$ cat src/rtl/pixel_width_converter_pkg.sv
// Shared types and helpers for the burst-to-pixel width converter.
// Holds the frame-lock state encoding, tuser bit positions and counter width helper.
package pixel_stream_pkg;

   typedef enum logic [1:0] {
      WAIT_SOF = 2'd0,
      RUN      = 2'd1,
      DRAIN    = 2'd2
   } state_e;

   localparam int SOF_BIT = 0;
   localparam int EOL_BIT = 1;

   // Width of a counter/index covering 0..n-1, never narrower than one bit.
   function automatic int cnt_w(input int n);
      return (n > 1) ? $clog2(n) : 1;
   endfunction

endpackage

$ cat src/rtl/pixel_width_converter_if.sv
// AXI-Stream style bundle used for both sides of the width converter.
interface pixel_width_converter_if #(
   parameter int DATA_W = 100,
   parameter int USER_W = 2
);
   logic              tvalid;
   logic              tready;
   logic [DATA_W-1:0] tdata;
   logic [USER_W-1:0] tuser;
   logic              tlast;

   modport master (output tvalid, tdata, tuser, tlast, input tready);
   modport slave  (input tvalid, tdata, tuser, tlast, output tready);
endinterface

$ cat src/rtl/burst_shift_slot.sv
// Active output slot: holds one burst and shifts it out PIX_OUT pixels at a time.
// Load wins over shift, shift wins over clear.
module burst_shift_slot
   import pixel_stream_pkg::*;
#(
   parameter int PIX_W   = 10,
   parameter int PIX_IN  = 10,
   parameter int PIX_OUT = 1
) (
   input  logic                     clk,
   input  logic                     reset,
   input  logic                     load_i,
   input  logic                     shift_i,
   input  logic                     clear_i,
   input  logic [PIX_W*PIX_IN-1:0]  data_i,
   output logic [PIX_W*PIX_OUT-1:0] data_o,
   output logic                     valid_o,
   output logic                     last_o
);
   localparam int SUB   = PIX_IN / PIX_OUT;
   localparam int IDX_W = cnt_w(SUB);
   localparam int DW    = PIX_W * PIX_IN;

   logic [DW-1:0]    data_q, data_d;
   logic [IDX_W-1:0] idx_q, idx_d;
   logic             valid_q, valid_d;

   always_comb begin
      data_d  = data_q;
      idx_d   = idx_q;
      valid_d = valid_q;
      if (load_i) begin
         data_d  = data_i;
         idx_d   = '0;
         valid_d = 1'b1;
      end else if (shift_i) begin
         data_d = data_q >> (PIX_W * PIX_OUT);
         idx_d  = idx_q + 1'b1;
      end else if (clear_i) begin
         valid_d = 1'b0;
      end
   end

   always_ff @(posedge clk) begin
      if (reset) begin
         data_q  <= '0;
         idx_q   <= '0;
         valid_q <= 1'b0;
      end else begin
         data_q  <= data_d;
         idx_q   <= idx_d;
         valid_q <= valid_d;
      end
   end

   assign data_o  = data_q[PIX_W*PIX_OUT-1:0];
   assign valid_o = valid_q;
   assign last_o  = (idx_q == IDX_W'(SUB - 1));

endmodule

$ cat src/rtl/pixel_width_converter.sv
// Splits wide pixel bursts into PIXELS_PER_OUT-pixel beats with a double buffer,
// locking to SOF and generating SOF/EOL/tlast markers and row/column counters.
module pixel_width_converter
   import pixel_stream_pkg::*;
#(
   parameter int PIXEL_BIT_WIDTH  = 10,
   parameter int PIXELS_PER_BURST = 10,
   parameter int PIXELS_PER_OUT   = 1,
   parameter int USER_WIDTH       = 2,
   parameter int IN_ROWS          = 20,
   parameter int IN_COLS          = 20
) (
   input  logic                      clk,
   input  logic                      reset,
   pixel_width_converter_if.slave    s_axis,
   pixel_width_converter_if.master   m_axis,
   output logic [cnt_w(IN_COLS)-1:0] cnt_col,
   output logic [cnt_w(IN_ROWS)-1:0] cnt_row,
   output logic                      frame_err
);
   localparam int DW_IN  = PIXEL_BIT_WIDTH * PIXELS_PER_BURST;
   localparam int BURSTS = IN_ROWS * IN_COLS / PIXELS_PER_BURST;
   localparam int COL_W  = cnt_w(IN_COLS);
   localparam int ROW_W  = cnt_w(IN_ROWS);
   localparam int BC_W   = cnt_w(BURSTS + 1);

   if ((PIXELS_PER_BURST % PIXELS_PER_OUT) != 0) begin : g_chk_out
      $error("PIXELS_PER_OUT must divide PIXELS_PER_BURST");
   end
   if ((IN_COLS % PIXELS_PER_BURST) != 0) begin : g_chk_cols
      $error("IN_COLS must be a multiple of PIXELS_PER_BURST");
   end

   state_e           state_q, state_d;
   logic [DW_IN-1:0] pend_q, pend_d;
   logic             pend_v_q, pend_v_d;
   logic [BC_W-1:0]  bcnt_q, bcnt_d;
   logic [COL_W-1:0] col_q, col_d;
   logic [ROW_W-1:0] row_q, row_d;
   logic             err_q, err_d;

   logic             act_v, act_last, act_load, act_shift, act_clear;
   logic [DW_IN-1:0] act_data_in;
   logic             s_rdy, s_hs, sof_in, in_data, m_hs, act_last_hs;
   logic             to_act_in, eol, last_beat;
   logic             unused_in;

   // Ready is decoded from state only, so it never depends on m_axis.tready.
   assign s_rdy     = (state_q == WAIT_SOF) || ((state_q == RUN) && !pend_v_q);
   assign s_hs      = s_axis.tvalid && s_rdy;
   assign sof_in    = s_axis.tuser[SOF_BIT];
   assign in_data   = s_hs && ((state_q == RUN) || sof_in);
   assign unused_in = ^{s_axis.tuser, s_axis.tlast};

   assign m_hs        = act_v && m_axis.tready;
   assign act_last_hs = m_hs && act_last;
   assign eol         = (col_q == COL_W'(IN_COLS - PIXELS_PER_OUT));
   assign last_beat   = eol && (row_q == ROW_W'(IN_ROWS - 1));

   // Incoming burst goes straight to ACT when it is empty or is being vacated
   // with nothing waiting in PEND; otherwise it parks in PEND.
   assign to_act_in   = in_data && (!act_v || (act_last_hs && !pend_v_q));
   assign act_load    = to_act_in || (act_last_hs && pend_v_q);
   assign act_data_in = (act_last_hs && pend_v_q) ? pend_q : s_axis.tdata;
   assign act_shift   = m_hs && !act_last;
   assign act_clear   = act_last_hs;

   burst_shift_slot #(
      .PIX_W  (PIXEL_BIT_WIDTH),
      .PIX_IN (PIXELS_PER_BURST),
      .PIX_OUT(PIXELS_PER_OUT)
   ) u_act (
      .clk    (clk),
      .reset  (reset),
      .load_i (act_load),
      .shift_i(act_shift),
      .clear_i(act_clear),
      .data_i (act_data_in),
      .data_o (m_axis.tdata),
      .valid_o(act_v),
      .last_o (act_last)
   );

   always_comb begin
      pend_d   = pend_q;
      pend_v_d = pend_v_q;
      if (in_data && !to_act_in) begin
         pend_d   = s_axis.tdata;
         pend_v_d = 1'b1;
      end else if (act_last_hs && pend_v_q) begin
         pend_v_d = 1'b0;
      end

      col_d = col_q;
      row_d = row_q;
      if (m_hs) begin
         if (last_beat) begin
            col_d = '0;
            row_d = '0;
         end else if (eol) begin
            col_d = '0;
            row_d = row_q + 1'b1;
         end else begin
            col_d = col_q + COL_W'(PIXELS_PER_OUT);
         end
      end

      state_d = state_q;
      bcnt_d  = bcnt_q;
      err_d   = 1'b0;
      case (state_q)
         WAIT_SOF: if (s_hs && sof_in) begin
            bcnt_d  = BC_W'(1);
            state_d = (BURSTS == 1) ? DRAIN : RUN;
         end
         RUN: if (s_hs) begin
            bcnt_d = bcnt_q + 1'b1;
            err_d  = sof_in;
            if (bcnt_q == BC_W'(BURSTS - 1)) state_d = DRAIN;
         end
         DRAIN: if (m_hs && last_beat) state_d = WAIT_SOF;
         default: state_d = WAIT_SOF;
      endcase
   end

   always_ff @(posedge clk) begin
      if (reset) begin
         state_q  <= WAIT_SOF;
         pend_q   <= '0;
         pend_v_q <= 1'b0;
         bcnt_q   <= '0;
         col_q    <= '0;
         row_q    <= '0;
         err_q    <= 1'b0;
      end else begin
         state_q  <= state_d;
         pend_q   <= pend_d;
         pend_v_q <= pend_v_d;
         bcnt_q   <= bcnt_d;
         col_q    <= col_d;
         row_q    <= row_d;
         err_q    <= err_d;
      end
   end

   always_comb begin
      m_axis.tuser          = '0;
      m_axis.tuser[SOF_BIT] = act_v && (col_q == '0) && (row_q == '0);
      m_axis.tuser[EOL_BIT] = act_v && eol;
   end

   assign m_axis.tvalid = act_v;
   assign m_axis.tlast  = act_v && last_beat;
   assign s_axis.tready = s_rdy;
   assign cnt_col       = col_q;
   assign cnt_row       = row_q;
   assign frame_err     = err_q;

endmodule

$ cat src/flat_wrapper.sv
// flat-port wrapper written by rule: the top's interface ports become plain ports
module pixel_width_converter_flat import pixel_stream_pkg::*;
#(
   parameter int PIXEL_BIT_WIDTH  = 10,
   parameter int PIXELS_PER_BURST = 10,
   parameter int PIXELS_PER_OUT   = 1,
   parameter int USER_WIDTH       = 2,
   parameter int IN_ROWS          = 20,
   parameter int IN_COLS          = 20
)
  (clk, reset, cnt_col, cnt_row, frame_err, s_axis_tvalid, s_axis_tdata, s_axis_tuser, s_axis_tlast, s_axis_tready, m_axis_tvalid, m_axis_tdata, m_axis_tuser, m_axis_tlast, m_axis_tready);
  pixel_width_converter_if #(.DATA_W(100), .USER_W(2)) s_axis_i ();
  pixel_width_converter_if #(.DATA_W(10), .USER_W(2)) m_axis_i ();
  input  logic clk;
  input  logic reset;
  output logic [cnt_w(IN_COLS)-1:0] cnt_col;
  output logic [cnt_w(IN_ROWS)-1:0] cnt_row;
  output logic frame_err;
  input wire logic [$bits(s_axis_i.tvalid)-1:0] s_axis_tvalid;
  input wire logic [$bits(s_axis_i.tdata)-1:0] s_axis_tdata;
  input wire logic [$bits(s_axis_i.tuser)-1:0] s_axis_tuser;
  input wire logic [$bits(s_axis_i.tlast)-1:0] s_axis_tlast;
  output wire logic [$bits(s_axis_i.tready)-1:0] s_axis_tready;
  output wire logic [$bits(m_axis_i.tvalid)-1:0] m_axis_tvalid;
  output wire logic [$bits(m_axis_i.tdata)-1:0] m_axis_tdata;
  output wire logic [$bits(m_axis_i.tuser)-1:0] m_axis_tuser;
  output wire logic [$bits(m_axis_i.tlast)-1:0] m_axis_tlast;
  input wire logic [$bits(m_axis_i.tready)-1:0] m_axis_tready;
  assign s_axis_i.tvalid = s_axis_tvalid;
  assign s_axis_i.tdata = s_axis_tdata;
  assign s_axis_i.tuser = s_axis_tuser;
  assign s_axis_i.tlast = s_axis_tlast;
  assign s_axis_tready = s_axis_i.tready;
  assign m_axis_tvalid = m_axis_i.tvalid;
  assign m_axis_tdata = m_axis_i.tdata;
  assign m_axis_tuser = m_axis_i.tuser;
  assign m_axis_tlast = m_axis_i.tlast;
  assign m_axis_i.tready = m_axis_tready;
  pixel_width_converter #(.PIXEL_BIT_WIDTH(PIXEL_BIT_WIDTH), .PIXELS_PER_BURST(PIXELS_PER_BURST), .PIXELS_PER_OUT(PIXELS_PER_OUT), .USER_WIDTH(USER_WIDTH), .IN_ROWS(IN_ROWS), .IN_COLS(IN_COLS)) u_core (.clk(clk), .reset(reset), .s_axis(s_axis_i), .m_axis(m_axis_i), .cnt_col(cnt_col), .cnt_row(cnt_row), .frame_err(frame_err));
endmodule
$ cat config.mk
export PLATFORM = sky130hd
export DESIGN_NAME = pixel_width_converter_flat
export DESIGN_NICKNAME = d
export VERILOG_FILES = /design/src/rtl/pixel_width_converter_pkg.sv /design/src/rtl/pixel_width_converter_if.sv /design/src/rtl/burst_shift_slot.sv /design/src/rtl/pixel_width_converter.sv /design/src/flat_wrapper.sv
export SDC_FILE = /design/constraint.sdc
export NUM_CORES = 1
export LEC_CHECK = 0
export CORE_UTILIZATION = 56
export CTS_CLUSTER_DIAMETER = 100
export DETAILED_ROUTE_END_ITERATION = 10
export PLACE_DENSITY = 0.77
export SYNTH_ARGS = -nofsm -noshare
export SYNTH_HDL_FRONTEND = slang
export SYNTH_HIERARCHICAL = 1
export SYNTH_SLANG_ARGS = --single-unit
$ cat constraint.sdc
create_clock -name clk -period 2.6 [get_ports clk]
set_input_delay 0.52 -clock clk [delete_from_list [all_inputs] [get_ports clk]]
set_output_delay 0.52 -clock clk [all_outputs]
set_load 0.02 [all_outputs]
==> results of run 1 <==
kinds of logic after synthesis:
family	Yosys count
buf+inv	102
xor+xnor	6
mux	284
simple gates	384
flops	225
compound gates	144
fa+ha+maj	7
cells in the final DEF, fill, tap and decap left out, drive strengths merged, types with 2 or more instances in the layout:
cell type,instances
dfxtp,225
nor2b,4
nand2,214
nor4bb,2
clkinv,7
and2,3
a211oi,2
o21ai,9
a22oi,8
nor3,7
nor3b,4
clkbuf,36
nand4,4
ha,7
nand2b,5
xnor2,2
buf,37
or3,2
nand3b,4
nand3,7
a21oi,117
xor2,4
mux2,190
mux2i,94
inv,7
nor2,116
and3,5
and2b,3
clkdlybuf4s50,126
metal layers:
metal	wire, um	GRT usage
met5	27	0
met4	380	0.0549
met3	1060	0.0409
met2	12100	0.425
met1	11000	0.312
flip-flops by register name, indices dropped and copies added (netlist names):
| signal | cells |
|---|---|
| u_core/u_act/valid_o | 1 |
| u_core/pend_v_q | 1 |
| u_core/u_act/data_q | 100 |
| u_core/pend_q | 100 |
| u_core/bcnt_q | 6 |
| u_core/u_act/idx_q | 4 |
| u_core/cnt_col | 5 |
| u_core/cnt_row | 5 |
| u_core/frame_err | 1 |
| u_core/state_q | 2 |
final cells by class:
class                   count  area [um2]
clock buffers              36         727
clock inverters             7        35.0
fillers                  1512        6000
inverters                   7        26.3
multi-input cells         825        6090
flip-flops and latches    225        4500
well taps                 265         332
repair buffers            166        1750
synth_stat cells (6+ instances only):
master	n	share of area
a21oi_1	117	0.053
a22oi_1	8	0.0054
buf_2	31	0.014
buf_4	28	0.019
buf_6	13	0.013
clkbuf_1	21	0.0071
dfxtp_1	225	0.40
ha_1	7	0.0079
inv_1	7	0.0024
mux2_2	89	0.090
mux2_4	101	0.14
mux2i_1	94	0.084
nand2_1	212	0.071
nand3_1	7	0.0031
nor2_1	115	0.039
nor3_1	7	0.0031
o21ai_0	6	0.0027
worst max-delay path: stages (launching register included):
cell and delay, ns:
dfxtp_1 0.40, ha_1 0.23, nor4bb_4 0.35, and3_1 0.20, clkdlybuf4s15_1 0.30
power breakdown:
part | internal (W) | switching (W)
registers | 0.00361 | 0.000112
logic | 0.000617 | 0.000494
clock network | 0.00192 | 0.00133
total | 0.00615 | 0.00194
final timing paths:
path,from,to,slack [ns],cells past startpoint
max,u_core/cnt_row[1],m_axis_tlast,0.09,4
max reg2reg,u_core/u_act/idx_q[0],u_core/u_act/data_q[55],0.33,8
min,reset,u_core/u_act/data_q[87],0.41,2
min reg2reg,u_core/pend_q[23],u_core/pend_q[23],0.45,2
timing repair:
item / in CTS / in global routing
buffers inserted: 0 / 4
setup endpoints to repair: 2 / 3
gates cloned: 0 / 0
resized for setup: 4 / 3
metrics by stage:
| step | instances | hold WS, ns |
|---|---|---|
| CTS | 1527 | 0.412 |
| finish | 1531 | 0.415 |
| global placement | 1484 | 0.441 |
| detailed placement | 1484 | 0.446 |
| floorplan | 1152 | 0.436 |
| global route | 1531 | 0.438 |
==> impl_metrics.yaml, run 1 <==
timing:
  fin_skew_ns: 0.00753
  worst_pin_slew_ns: 0.535
  setup_tns_ns: 0
  layout_min_cycle_time_ns: 2.51
  setup_viol: 0
  period_share: 0.965
  slew_viol_final: 0
  fin_ws_ns: 0.0922
  hold_viol: 0
  fmax_mhz: 399
  relSlewSlack: 0.643
clock_tree:
  cts_made_buffers: 24
  root_buffer: "clkbuf_16"
  cts_tree: "built"
  htreeDepth: 1
  postCtsHoldBufs: 0
  clk_pin_slew_worst_paths_ns: 0.06
  clockBufferDepth: 3
  clkLatencyLatePin_ns: 0.50
  cts_num_sinks: 225
critical_path:
  required_ns: 2.08
  criticalPathCategory: "flip-flop to primary output"
  crit_fanout: 5
  cp-start-kind: "flip-flop"
  arrival_ns: 1.99
  end_kind: "primary output"
power_and_ir_drop:
  ir_worst_vdd_uv: 592
  totalPowerFinal_w: 0.00809
  power_density_nw_per_um2: 601
  p_leak_nw: 5.45
logic_synthesis:
  ys_seq_elements: 225
  synthSimpleGateAreaFrac: 0.146
  synth-xor-area-share: 0.00472
  synthCells: 1152
  synthArstFlopShare: 0
  synth_ff_type: "dfxtp_1"
  synth-compound-area-share: 0.0705
  synthAdderAreaFrac: 0.00786
  synth_mux_area_frac: 0.310
  synth_edf_count: 0
  yosysWarnings: 6
  syn_area_per_cell_um2: 9.67
  synth_fp_nets: 1266
  synth_seq_area_share: 0.404
  synth_top_family_by_area: "multiplexers"
  synth_cell_types: 51
  netlist_area_um2: 11100
global_routing:
  grt_pass1_vias: 8011
  grt_pass1_wl_um: 40100
  globalRouteOverflowTotal: 0
  grt_usage: 0.243
  antenna_found_initial: 3
  grt_max_degree: 91
route:
  totalWireLength_um: 24600
  avgRoutedWirePerCell_um: 16.1
  vias: 8204
  ant_nets: 0
  via_per_inst: 5.36
  first_pass_iters: 8
  drt-initial-drc-count: 484
  drc: 0
hold_path:
  hold_class: "primary input to flip-flop"
final_layout:
  antenna_cells: 0
  drive_gt1_frac: 0.221
  area_growth_pct: 20.8
  final_core_util: 0.692
  fin_area_um2: 13500
  nets: 1363
place:
  io_buffers: 130
  dpl_worst_slack_ns: 0.105
  gp_congestion: 0.793
  dpl_cell_area_um2: 12600
  hpwl_um: 16300
die:
  rows: 51
  fp.coreArea_um2: 19500
  ios: 133
  die_w_um: 143
  start_util: 0.573
  die-area_um2: 20500
  die_h_um: 143
run:
  drv_cap: 0
run_status:
  outcome: "completed"
No activity file was read; power rests on OpenSTA's default activity.
==> run 2: changes to the inputs <==
--- a/config.mk
+++ b/config.mk
@@ -5,6 +5,7 @@
 export SDC_FILE = /design/constraint.sdc
 export NUM_CORES = 1
 export LEC_CHECK = 0
+export CAP_MARGIN = 20
 export CORE_UTILIZATION = 56
 export CTS_CLUSTER_DIAMETER = 100
 export DETAILED_ROUTE_END_ITERATION = 10
==> results of run 2 <==
Final layout, timing and power as in run 1 (identical DEF).
